--- config.mk ---
export PLATFORM = sky130hd
export DESIGN_NAME = perceptron_trainer
export DESIGN_NICKNAME = d
export VERILOG_FILES = /design/src/rtl/perceptron_trainer.sv
export SDC_FILE = /design/constraint.sdc
export NUM_CORES = 1
export LEC_CHECK = 0
export BUFFER_PORTS_ARGS = -buffer_cell sky130_fd_sc_hd__buf_2
export CORE_AREA = 2 2 160 162
export CTS_CLUSTER_DIAMETER = 200
export CTS_CLUSTER_SIZE = 20
export DETAILED_ROUTE_END_ITERATION = 10
export DIE_AREA = 0 0 162 164
export PLACE_DENSITY = 0.5
export SLEW_MARGIN = 30
export SYNTH_ARGS = -nofsm -noshare
export SYNTH_HDL_FRONTEND = slang
export SYNTH_SLANG_ARGS = --single-unit
--- constraint.sdc ---
create_clock -name clk -period 8.3 [get_ports clk]
set_clock_uncertainty 0.15 [all_clocks]
set_input_delay 0.83 -clock clk [delete_from_list [all_inputs] [get_ports clk]]
set_output_delay 0.83 -clock clk [all_outputs]
set_load 0.05 [all_outputs]
--- src/rtl/perceptron_trainer.sv ---
// Perceptron trainer: stores DIM-feature labelled samples, then applies the perceptron rule
// epoch by epoch until an error-free epoch or MAX_EPOCHS. Define PERCEPTRON_SAT_EN for saturating updates.
module perceptron_trainer #(
    parameter int DIM        = 2,
    parameter int SAMPLES    = 4,
    parameter int XW         = 4,
    parameter int WW         = 8,
    parameter int MAX_EPOCHS = 15
) (
    input  logic                         clk,
    input  logic                         rst_n,
    input  logic                         clear,
    input  logic                         load_valid,
    output logic                         load_ready,
    input  logic signed [XW-1:0]         load_x,
    input  logic                         load_label,
    input  logic                         start,
    output logic                         busy,
    output logic                         done,
    output logic                         converged,
    output logic [7:0]                   epochs,
    output logic [$clog2(SAMPLES+1)-1:0] n_loaded,
    input  logic [$clog2(DIM+1)-1:0]     w_idx,
    output logic signed [WW-1:0]         w_rd
);

    localparam int NW = $clog2(SAMPLES + 1);
    localparam int IW = $clog2(DIM + 1);
    localparam int FW = (DIM > 1) ? $clog2(DIM) : 1;
    localparam int SW = (SAMPLES > 1) ? $clog2(SAMPLES) : 1;
    localparam int AW = WW + XW + IW;
    localparam int UW = ((WW > XW) ? WW : XW) + 2;

    localparam logic signed [UW-1:0] S_MAX    = UW'((2 ** (WW - 1)) - 1);
    localparam logic signed [UW-1:0] S_MIN    = -UW'(2 ** (WW - 1));
    localparam logic signed [UW-1:0] ONE      = UW'(1);
    localparam logic signed [AW-1:0] ACC_ZERO = '0;

    typedef enum logic [2:0] {
        S_IDLE,
        S_MAC,
        S_UPDATE,
        S_EPOCH_END,
        S_DONE
    } state_t;

    state_t                state_q;
    logic signed [XW-1:0]  x_mem   [SAMPLES][DIM];
    logic                  lbl_mem [SAMPLES];
    logic signed [WW-1:0]  w_q     [DIM];
    logic signed [WW-1:0]  w_upd   [DIM];
    logic signed [WW-1:0]  bias_q;
    logic signed [WW-1:0]  bias_upd;
    logic signed [AW-1:0]  acc_q;
    logic signed [AW-1:0]  prod;
    logic [NW-1:0]         n_loaded_q;
    logic [NW-1:0]         err_q;
    logic [FW-1:0]         beat_q;
    logic [FW-1:0]         feat_q;
    logic [SW-1:0]         smp_q;
    logic [7:0]            epochs_q;
    logic                  converged_q;
    logic                  done_q;
    logic                  busy_q;

    logic beat_acc;
    logic last_beat;
    logic start_ok;
    logic neg;
    logic mistake;

    // Adds step to a weight; the sum is formed wide enough that the clamp/wrap choice is exact.
    function automatic logic signed [WW-1:0] upd(input logic signed [WW-1:0] w,
                                                 input logic signed [UW-1:0] step);
        logic signed [UW-1:0] s;
        s = UW'(w) + step;
`ifdef PERCEPTRON_SAT_EN
        if (s > S_MAX)      return WW'(S_MAX);
        else if (s < S_MIN) return WW'(S_MIN);
        else                return WW'(s);
`else
        return WW'(s);
`endif
    endfunction

    assign load_ready = (state_q == S_IDLE) && (n_loaded_q < NW'(SAMPLES));
    assign beat_acc   = load_valid && load_ready && !clear;
    assign last_beat  = (beat_q == FW'(DIM - 1));
    assign start_ok   = (state_q == S_IDLE) && start && !clear && (n_loaded_q != '0)
                        && (beat_q == '0) && !(load_valid && load_ready);

    assign prod    = AW'(w_q[feat_q]) * AW'(x_mem[smp_q][feat_q]);
    assign neg     = ~lbl_mem[smp_q];
    assign mistake = lbl_mem[smp_q] != (acc_q > ACC_ZERO);

    always_comb begin
        for (int d = 0; d < DIM; d++) begin
            w_upd[d] = upd(w_q[d], neg ? -UW'(x_mem[smp_q][d]) : UW'(x_mem[smp_q][d]));
        end
        bias_upd = upd(bias_q, neg ? -ONE : ONE);
    end

    // NOTE: the sample store has no reset; its contents are only read below n_loaded, which does reset.
    always_ff @(posedge clk) begin
        if (beat_acc) begin
            x_mem[SW'(n_loaded_q)][beat_q] <= load_x;
            if (last_beat) lbl_mem[SW'(n_loaded_q)] <= load_label;
        end
    end

    always_ff @(posedge clk or negedge rst_n) begin
        if (!rst_n) begin
            state_q     <= S_IDLE;
            for (int d = 0; d < DIM; d++) w_q[d] <= '0;
            bias_q      <= '0;
            acc_q       <= '0;
            n_loaded_q  <= '0;
            err_q       <= '0;
            beat_q      <= '0;
            feat_q      <= '0;
            smp_q       <= '0;
            epochs_q    <= '0;
            converged_q <= 1'b0;
            done_q      <= 1'b0;
            busy_q      <= 1'b0;
        end else begin
            done_q <= 1'b0;
            case (state_q)
                S_IDLE: begin
                    if (clear) begin
                        for (int d = 0; d < DIM; d++) w_q[d] <= '0;
                        bias_q      <= '0;
                        n_loaded_q  <= '0;
                        beat_q      <= '0;
                        epochs_q    <= '0;
                        converged_q <= 1'b0;
                    end else begin
                        if (beat_acc) begin
                            if (last_beat) begin
                                beat_q     <= '0;
                                n_loaded_q <= n_loaded_q + 1'b1;
                            end else begin
                                beat_q <= beat_q + 1'b1;
                            end
                        end
                        if (start_ok) begin
                            epochs_q    <= '0;
                            converged_q <= 1'b0;
                            err_q       <= '0;
                            smp_q       <= '0;
                            feat_q      <= '0;
                            busy_q      <= 1'b1;
                            state_q     <= S_MAC;
                        end
                    end
                end
                S_MAC: begin
                    // The first feature of each sample restarts the sum from the current bias.
                    acc_q <= ((feat_q == '0) ? AW'(bias_q) : acc_q) + prod;
                    if (feat_q == FW'(DIM - 1)) begin
                        feat_q  <= '0;
                        state_q <= S_UPDATE;
                    end else begin
                        feat_q <= feat_q + 1'b1;
                    end
                end
                S_UPDATE: begin
                    if (mistake) begin
                        w_q    <= w_upd;
                        bias_q <= bias_upd;
                        err_q  <= err_q + 1'b1;
                    end
                    if (smp_q == SW'(n_loaded_q - 1'b1)) begin
                        state_q <= S_EPOCH_END;
                    end else begin
                        smp_q   <= smp_q + 1'b1;
                        state_q <= S_MAC;
                    end
                end
                S_EPOCH_END: begin
                    epochs_q <= epochs_q + 8'd1;
                    if (err_q == '0) begin
                        converged_q <= 1'b1;
                        done_q      <= 1'b1;
                        busy_q      <= 1'b0;
                        state_q     <= S_DONE;
                    end else if (epochs_q == 8'(MAX_EPOCHS - 1)) begin
                        done_q  <= 1'b1;
                        busy_q  <= 1'b0;
                        state_q <= S_DONE;
                    end else begin
                        err_q   <= '0;
                        smp_q   <= '0;
                        state_q <= S_MAC;
                    end
                end
                S_DONE:  state_q <= S_IDLE;
                default: state_q <= S_IDLE;
            endcase
        end
    end

    // NOTE: w_rd gets a default first so no index pattern can leave it unassigned (no latch).
    always_comb begin
        w_rd = '0;
        if (w_idx == IW'(DIM))     w_rd = bias_q;
        else if (w_idx < IW'(DIM)) w_rd = w_q[FW'(w_idx)];
    end

    assign busy      = busy_q;
    assign done      = done_q;
    assign converged = converged_q;
    assign epochs    = epochs_q;
    assign n_loaded  = n_loaded_q;

endmodule

==> results of run 1 <==
cell usage after synthesis, drive strengths merged, types with 16 or more instances:
master	n	area (µm²)
fa	33	661
inv	93	349
nand3	16	80.1
mux2i	22	253
xnor2	19	174
o21ai	59	295
nor2	55	209
ha	61	763
dfrtp	62	1550
a21oi	21	109
nand2	69	262
edfxtp	36	1080
critical path, stage by stage, from the launching register on:
cell and delay [ps]:
dfrtp_1 760, mux4_1 690, mux2i_1 530, inv_1 180, nand2_1 140, fa_1 430
fa_1 540, inv_1 50, fa_1 560, inv_1 60, fa_1 450, nor2b_1 130
o21ai_0 100, a21oi_1 280, o311ai_0 230, a2111oi_0 400, nand3b_1 150
layer usage:
layer	wire length [µm]	part of all wire (%)	vias up	global-route usage, %
li1	-	-	2584	-
met1	8520	50	2443	19.0
met2	7730	45	91	21.8
met3	618	3.6	16	2.70
met4	238	1.4	0	3.38
met5	0	0	-	0
stage by stage:
| stage | instances | hold WS [ps] |
|---|---|---|
| final | 1091 | 365 |
| after detailed placement | 1075 | 355 |
| after global placement | 1075 | 342 |
| after floorplan | 731 | 316 |
| after global routing | 1091 | 381 |
| after CTS | 1091 | 370 |
final cells by class:
| type | instances | share of cell area [%] |
|---|---|---|
| Inverter | 93 | 4.30 |
| Multi-Input combinational cell | 517 | 51.9 |
| Timing Repair Buffer | 37 | 2.42 |
| Tap cell | 330 | 5.09 |
| Sequential cell | 98 | 32.4 |
| Clock buffer | 9 | 2.78 |
| Clock inverter | 7 | 1.03 |
final timing paths:
| check | start | endpoint | slack [ps] | cells after the start |
|---|---|---|---|---|
| max | smp_q[0] | acc_q[12] | 2430 | 16 |
| min | converged | converged | 370 | 2 |
| max reg2reg | smp_q[0] | acc_q[12] | 2430 | 16 |
| min reg2reg | converged | converged | 370 | 2 |
| max in group asynchronous | rst_n | busy | 7140 | 2 |
| min in group asynchronous | rst_n | w_q[10] | 420 | 2 |
power by group through the flow:
stage	registers, W	logic (W)	clock network [W]
2_1_floorplan	0.000701	0.00191	0
6_report	0.000762	0.00230	0.000447
3_5_place_dp	0.000774	0.00232	0
3_3_place_gp	0.000775	0.00232	0
5_1_grt	0.000783	0.00265	0.000481
4_1_cts	0.000765	0.00234	0.000464
sequential cells by signal, summed over array words and instances, names as in the netlist:
name       cells
lbl_mem        4
bias_q         8
feat_q         1
err_q          3
epochs         8
beat_q         1
smp_q          2
w_q           16
busy           1
converged      1
done           1
state_q        3
acc_q         14
n_loaded       3
x_mem         32
cell families (layout without fill, tap and decap cells):
group | Yosys count | count (layout) | share of synthesized area (%)
AOI/OAI and AO/OA | 140 | 140 | 12.4
xor gates and xnor gates | 30 | 30 | 3.69
adders and majority gates | 94 | 94 | 19.4
buffers and inverters | 116 | 146 | 6.49
DFF | 98 | 98 | 36.0
muxes | 42 | 42 | 8.17
and+or+nand+nor | 211 | 211 | 13.9
==> results.sh, run 1 <==
export IMPL_ir_drop_uv=178
export IMPL_io_pin_count=35
export IMPL_maxCapViolCount=0
export IMPL_port_buffers=34
export IMPL_fmax_mhz=170
export IMPL_final_core_util_pct=32.7
export IMPL_ctsLongestPathBuffers=2
export IMPL_clock_power_share_pct=12.7
export IMPL_ctsResizeCount=0
export IMPL_p_leak_nw=3.68
export IMPL_synth_distinct_cells=68
export IMPL_drive_gt1_share_pct=11.8
export IMPL_cts_clk_slew_worst_paths_ps=80
export IMPL_grt_max_degree=63
export IMPL_place_congestion=0.779
export IMPL_async_flop_share_pct=63.3
export IMPL_syn_inst=731
export IMPL_tns_ps=0
export IMPL_hpwl_um=13100
export IMPL_vias=5134
export IMPL_slew_headroom_pct=34.9
export IMPL_total_power_w=0.00351
export IMPL_dieArea_um2=26600
export IMPL_fp_coreArea_um2=24800
export IMPL_cts_buffers=9
export IMPL_cp_data_arrival_time_ps=6020
export IMPL_ys_seq_elements=98
export IMPL_hold_viol_final=0
export IMPL_grt_overflow=0
export IMPL_worstSetupPathType="register to register"
export IMPL_nets=862
export IMPL_synth_area_um2=7320
export IMPL_ys_warn_count=0
export IMPL_fp_dieW_um=162
export IMPL_crit_required_ps=8450
export IMPL_initial_core_util_pct=29.5
export IMPL_area_growth_pct=10.8
export IMPL_power_frac_seq_pct=21.7
export IMPL_power_frac_comb_pct=65.6
export IMPL_n_antenna_cell=0
export IMPL_switchingPower_w=0.00169
export IMPL_switching_share_pct=48.2
export IMPL_clk_latency_ps=360
export IMPL_finalInstanceArea_um2=8110
export IMPL_dieHeight_um=164
export IMPL_layout_commonest_cell="inv_1"
export IMPL_worstMarginPinSlew_ps=964
export IMPL_synth_edf_count=36
export IMPL_finalSetupViolations=0
export IMPL_rows=58
export IMPL_postCtsSetupBuffers=0
export IMPL_hp_class="register to register"
export IMPL_initialDrtViolationCount=402
export IMPL_avgViaCountPerCell=4.71
export IMPL_drc=0
export IMPL_antenna_found_initial=0
export IMPL_finalCritPeriodShare_pct=70.7
export IMPL_wire_per_inst_um=15.7
export IMPL_syn_avg_cell_area_um2=10.0
export IMPL_grt_use_total_pct=13.7
export IMPL_grt_pass1_wl_um=28000
export IMPL_rsz0062_at_grt="false"
export IMPL_power_per_cell_area_nw_per_um2=433
export IMPL_register_area_um2=2630
export IMPL_grt_pass1_vias=5102
export IMPL_nFillCells=2551
export IMPL_hold_buffers=0
export IMPL_slew_violations=0
export IMPL_crit_path_end_kind="register"
export IMPL_final_cell_mix="inv_1 (92), nand2_1 (68), dfrtp_1 (62)"
export IMPL_htreeDepth=3
export IMPL_cp_start_kind="register"
export IMPL_dr_pass1_iters=5
export IMPL_placed_area_um2=7800
export IMPL_outcome="completed"
export IMPL_cts_root_buf="clkbuf_16"
export IMPL_crit_path_max_fanout=14
export IMPL_setup_ws_ps=2430
export IMPL_syn_num_nets=837
export IMPL_ant_nets=0
export IMPL_yosysSeqAreaShare_pct=36.0
export IMPL_multi_input_area_um2=4210
export IMPL_wl_um=17100
export IMPL_power_internal_w=0.00182
export IMPL_dp_slack_ps=2420
export IMPL_layout_min_cycle_time_ps=5870
export IMPL_clock_sinks=98
export IMPL_cts_tree="yes"
export IMPL_synth_flop_cell="dfrtp_1"
No activity file was read; power rests on OpenSTA's default activity.
==> inputs of run 2 (changes only) <==
PLACE_DENSITY = 0.52   (was 0.5)
clock period = 4.9 ns   (was 8.3 ns; I/O delays follow)
==> run 2 against run 1 <==
Net effect:
- wire length is 4.0% higher
- setup slack worse by 2300 ps
- worst hold slack worse by 300 ps
- sequential cell count stayed put
==> results.sh, run 2 (same netlist as run 1, synthesis figures left out) <==
export IMPL_hp_class="input pin to asynchronous set/reset pin"
export IMPL_hold_viol_final=0
export IMPL_ant_nets=0
export IMPL_nFillCells=2542
export IMPL_slew_violations=0
export IMPL_worstSetupPathType="register to register"
export IMPL_crit_path_end_kind="register"
export IMPL_nets=907
export IMPL_outcome="completed"
export IMPL_register_area_um2=2630
export IMPL_crit_path_max_fanout=7
export IMPL_layout_min_cycle_time_ps=4740
export IMPL_clk_latency_ps=370
export IMPL_grt_overflow=0
export IMPL_cts_buffers=9
export IMPL_largest_reg_flops=32
export IMPL_multi_input_area_um2=4410
export IMPL_antenna_found_initial=0
export IMPL_finalInstanceArea_um2=8700
export IMPL_dr_pass1_iters=4
export IMPL_cp_start_kind="register"
export IMPL_drc=0
export IMPL_drive_gt1_share_pct=20.7
export IMPL_rows=58
export IMPL_vias=5332
export IMPL_finalSetupViolations=0
export IMPL_dieHeight_um=164
export IMPL_dieArea_um2=26600
export IMPL_top_regs="x_mem: 32 flops, w_q: 16 flops, acc_q: 14 flops"
export IMPL_htreeDepth=3
export IMPL_initial_core_util_pct=29.5
export IMPL_layout_commonest_cell="inv_1"
export IMPL_clock_sinks=98
export IMPL_cp_data_arrival_time_ps=4890
export IMPL_placed_area_um2=8140
export IMPL_grt_max_degree=35
export IMPL_fp_dieW_um=162
export IMPL_slew_headroom_pct=46.8
export IMPL_final_cell_mix="inv_1 (84), nand2_1 (68), dfrtp_1 (62)"
export IMPL_ctsLongestPathBuffers=2
export IMPL_maxCapViolCount=0
export IMPL_hpwl_um=13500
export IMPL_avgViaCountPerCell=4.69
export IMPL_top_register="x_mem"
export IMPL_cts_clk_slew_worst_paths_ps=70
export IMPL_port_buffers=34
export IMPL_worstMarginPinSlew_ps=797
export IMPL_cts_root_buf="clkbuf_16"
export IMPL_n_antenna_cell=0
export IMPL_wl_um=17800
export IMPL_wire_per_inst_um=15.7
export IMPL_fmax_mhz=211
export IMPL_crit_required_ps=5050
export IMPL_holdWs_ps=61.4
export IMPL_place_congestion=0.809
export IMPL_cts_tree="yes"
export IMPL_grt_use_total_pct=14.0
export IMPL_grt_pass1_wl_um=29000
export IMPL_grt_pass1_vias=5273
export IMPL_initialDrtViolationCount=222
export IMPL_area_growth_pct=18.8
export IMPL_io_pin_count=35
export IMPL_finalCritPeriodShare_pct=96.8
export IMPL_rsz0062_at_grt="true"
export IMPL_fp_coreArea_um2=24800
==> run 2: changes by cell type in the layout (fill, tap and decap cells not counted), moves of 7 or more <==
cell	before	now
buf_4	2	37
ha_1	61	53
ha_4	0	8
inv_1	92	84
inv_2	1	9
buf_6	1	8
==> run 2: cell type report <==
| cell class | count | share of cell area (%) |
|---|---|---|
| Sequential cell | 98 | 30.3 |
| Timing Repair Buffer | 82 | 6.87 |
| Multi-Input combinational cell | 517 | 50.7 |
| Tap cell | 330 | 4.75 |
| Clock buffer | 9 | 2.59 |
| Inverter | 93 | 4.01 |
| Clock inverter | 7 | 0.863 |
==> run 2: metrics by stage <==
stage / utilization (%) / cells / worst slack, ps / setup TNS, ps
after floorplan: - / 731 / -34.9 / -34.9
after global placement: 32.8 / 1114 / -168 / -387
after detailed placement: 32.8 / 1114 / -226 / -577
after CTS: 34.1 / 1132 / 12.1 / 0
after global routing: 35.1 / 1136 / -59.0 / -63.3
final: 35.1 / 1136 / 159 / 0
==> run 2: worst max-delay path, cell delays in order (launching register included) <==
cell,delay (ps)
dfrtp_1,390
buf_12,140
mux4_2,540
mux2i_4,260
or2_2,170
fa_1,440
fa_1,550
inv_1,50
fa_1,490
inv_1,60
fa_2,350
nor2b_2,140
o21ai_2,90
a21oi_2,220
o311ai_2,120
a2111oi_1,370
nand3b_1,150
==> run 2: routing by layer <==
| metal | track usage, % | share of wire (%) | up-vias |
|---|---|---|---|
| li1 | - | - | 2667 |
| met1 | 19.6 | 49 | 2573 |
| met2 | 22.5 | 47 | 67 |
| met3 | 1.79 | 2.1 | 25 |
| met4 | 5.03 | 2.2 | 0 |
| met5 | 0 | 0 | - |
==> run 2: repair_timing <==
item | CTS | global route
endpoints found under the hold margin | 0 | 0
pin swaps | 3 | 36
hold buffers | 0 | 0
gates cloned | 0 | 0
endpoints found under the setup margin | 4 | 7
setup buffers | 2 | 5
resized for setup | 10 | 40
==> run 2: worst paths after layout <==
path | end | slack (ps) | cells past startpoint | start
min in group clk | lbl_mem[2] | 210 | 1 | load_label
worst min register to register | epochs[7] | 360 | 1 | epochs[7]
worst max-delay path | acc_q[12] | 160 | 16 | smp_q[0]
worst max register to register | acc_q[12] | 160 | 16 | smp_q[0]
worst min-delay path | epochs[1] | 60 | 1 | rst_n
max in group asynchronous | w_q[8] | 3570 | 2 | rst_n
Power of run 2 is not shown: default switching activity piles up to over one toggle a cycle in this logic, so the estimate is an artifact.
==> inputs of run 3 (changes only) <==
CORE_AREA = 2 2 122 212   (was 2 2 160 162)
DIE_AREA = 0 0 124 214   (was 0 0 162 164)
==> run 3 against run 2 <==
Net effect:
- via count up 2.5%
- final cell count down 0.53%
- largest cell class unchanged
- wire length grew 4.9%
- core utilization increased by 0.25 points
- design area is 0.32% higher
==> results.sh, run 3 (same netlist as run 1, synthesis figures left out) <==
export IMPL_fin_cells=1130
export IMPL_outcome="completed"
export IMPL_slowest_stage="fa_2"
export IMPL_place_inst=1109
export IMPL_area_growth_pct=19.2
export IMPL_slew_violations=0
export IMPL_final_cell_mix="inv_1 (85), nand2_1 (68), dfrtp_1 (62)"
export IMPL_rsz0062_at_grt="true"
export IMPL_grt_max_degree=34
export IMPL_hold_buffers=0
export IMPL_cts_buffers=9
export IMPL_r2r_end="acc_q[13]"
export IMPL_grt_use_total_pct=14.7
export IMPL_crit_required_ps=4980
export IMPL_worstMarginPinSlew_ps=852
export IMPL_ctsLongestPathBuffers=2
export IMPL_dieHeight_um=214
export IMPL_cts_root_buf="clkbuf_16"
export IMPL_wire_per_inst_um=16.5
export IMPL_cts_tree="yes"
export IMPL_top_register="x_mem"
export IMPL_cp_slowest_stage_delay_ps=560
export IMPL_worstSetupPathType="register to register"
export IMPL_hp_class="input pin to asynchronous set/reset pin"
export IMPL_layout_min_cycle_time_ps=4740
export IMPL_port_buffers=34
export IMPL_crit_path_end_kind="register"
export IMPL_top_regs="x_mem: 32 flops, w_q: 16 flops, acc_q: 14 flops"
export IMPL_holdWs_ps=74.2
export IMPL_hold_viol_final=0
export IMPL_place_congestion=0.886
export IMPL_layout_commonest_cell="inv_1"
export IMPL_dieArea_um2=26500
export IMPL_fmax_mhz=211
export IMPL_hpwl_um=14900
export IMPL_wl_met1_um=7080
export IMPL_r2r_setup_slack_ps=160
export IMPL_nets=919
export IMPL_wl_um=18700
export IMPL_crit_start="smp_q[0]"
export IMPL_n_antenna_cell=0
export IMPL_clk_latency_ps=360
export IMPL_drive_gt1_share_pct=22.4
export IMPL_io_pin_count=35
export IMPL_met2RoutedLength_um=10400
export IMPL_crit_path_max_fanout=8
export IMPL_avgViaCountPerCell=4.83
export IMPL_largest_reg_flops=32
export IMPL_vias=5463
export IMPL_cp_data_arrival_time_ps=4820
export IMPL_dr_pass1_iters=4
export IMPL_crit_path_cell_trace="buf_12 > mux4_2 > mux2i_4 > buf_6 > buf_4 > nor2_1 > fa_1 > fa_1 > inv_1 > fa_2 > inv_2 > ha_4 > a211o_1 > o311ai_4 > a311o_1 > xnor2_1 > o21ai_1"
export IMPL_clock_sinks=98
export IMPL_drc=0
export IMPL_wl_met3_um=397
export IMPL_fp_dieW_um=124
export IMPL_antenna_found_initial=0
export IMPL_ant_nets=0
export IMPL_grt_pass1_wl_um=29900
export IMPL_grt_overflow=0
export IMPL_rows=76
export IMPL_cts_clk_slew_worst_paths_ps=80
export IMPL_initial_core_util_pct=29.6
export IMPL_path_common_cell="fa_1"
export IMPL_slew_headroom_pct=43.2
export IMPL_rr_startpoint="smp_q[0]"
export IMPL_cp_start_kind="register"
export IMPL_finalCritPeriodShare_pct=96.7
export IMPL_fp_coreArea_um2=24700
export IMPL_ff2ff_path_depth=17
export IMPL_maxCapViolCount=0
export IMPL_initialDrtViolationCount=161
export IMPL_tns_ps=0
export IMPL_grt_pass1_vias=5783
export IMPL_top_layer_used="met4"
export IMPL_finalSetupViolations=0
export IMPL_htreeDepth=3
[run 3: layout make-up]
class,count,area [µm²]
clock buffer,11,243
clock inverter,5,37.5
fill,2483,16000
inverter,93,349
multi-input combinational,517,4410
sequential,98,2630
tap,312,390
timing repair buffer,94,661
[run 3: timing repair]
item                       4_1_cts  5_1_grt
setup buffers                    4        2
pin swaps                       13       25
setup endpoints to repair        5        6
resized for setup               17       33
[run 3: stage by stage]
stage	worst slack [ps]	area, µm²	util (%)
after floorplan	-34.9	7350	-
after global placement	-230	8220	33.2
after detailed placement	-302	8220	33.2
after CTS	-40.9	8580	34.7
after global routing	-31.6	8730	35.3
final	163	8730	35.3
[run 3: how the worst max path moves through the flow]
stage                end  cells past startpoint
3_3_place_gp   acc_q[12]                     17
2_1_floorplan  acc_q[12]                     17
5_1_grt        acc_q[13]                     17
6_report       acc_q[13]                     17
4_1_cts        acc_q[12]                     16
3_5_place_dp   acc_q[12]                     17
[run 3: critical path, delay by kind of cell (launching register included)]
family / cells / cell delay (ps)
adders and majority gates: 4 / 1670
buffers and inverters: 5 / 500
xor gates and xnor gates: 1 / 120
DFF: 1 / 390
muxes: 2 / 760
and+or+nand+nor: 1 / 50
AOI/OAI and AO/OA: 4 / 960
[run 3: metal layers]
layer / track usage (%) / up-vias
met3: 2.02 / 35
met1: 15.4 / 2654
met5: 0 / -
met2: 27.9 / 84
li1: - / 2690
met4: 7.19 / 0
Power of run 3 is left out for the same reason.
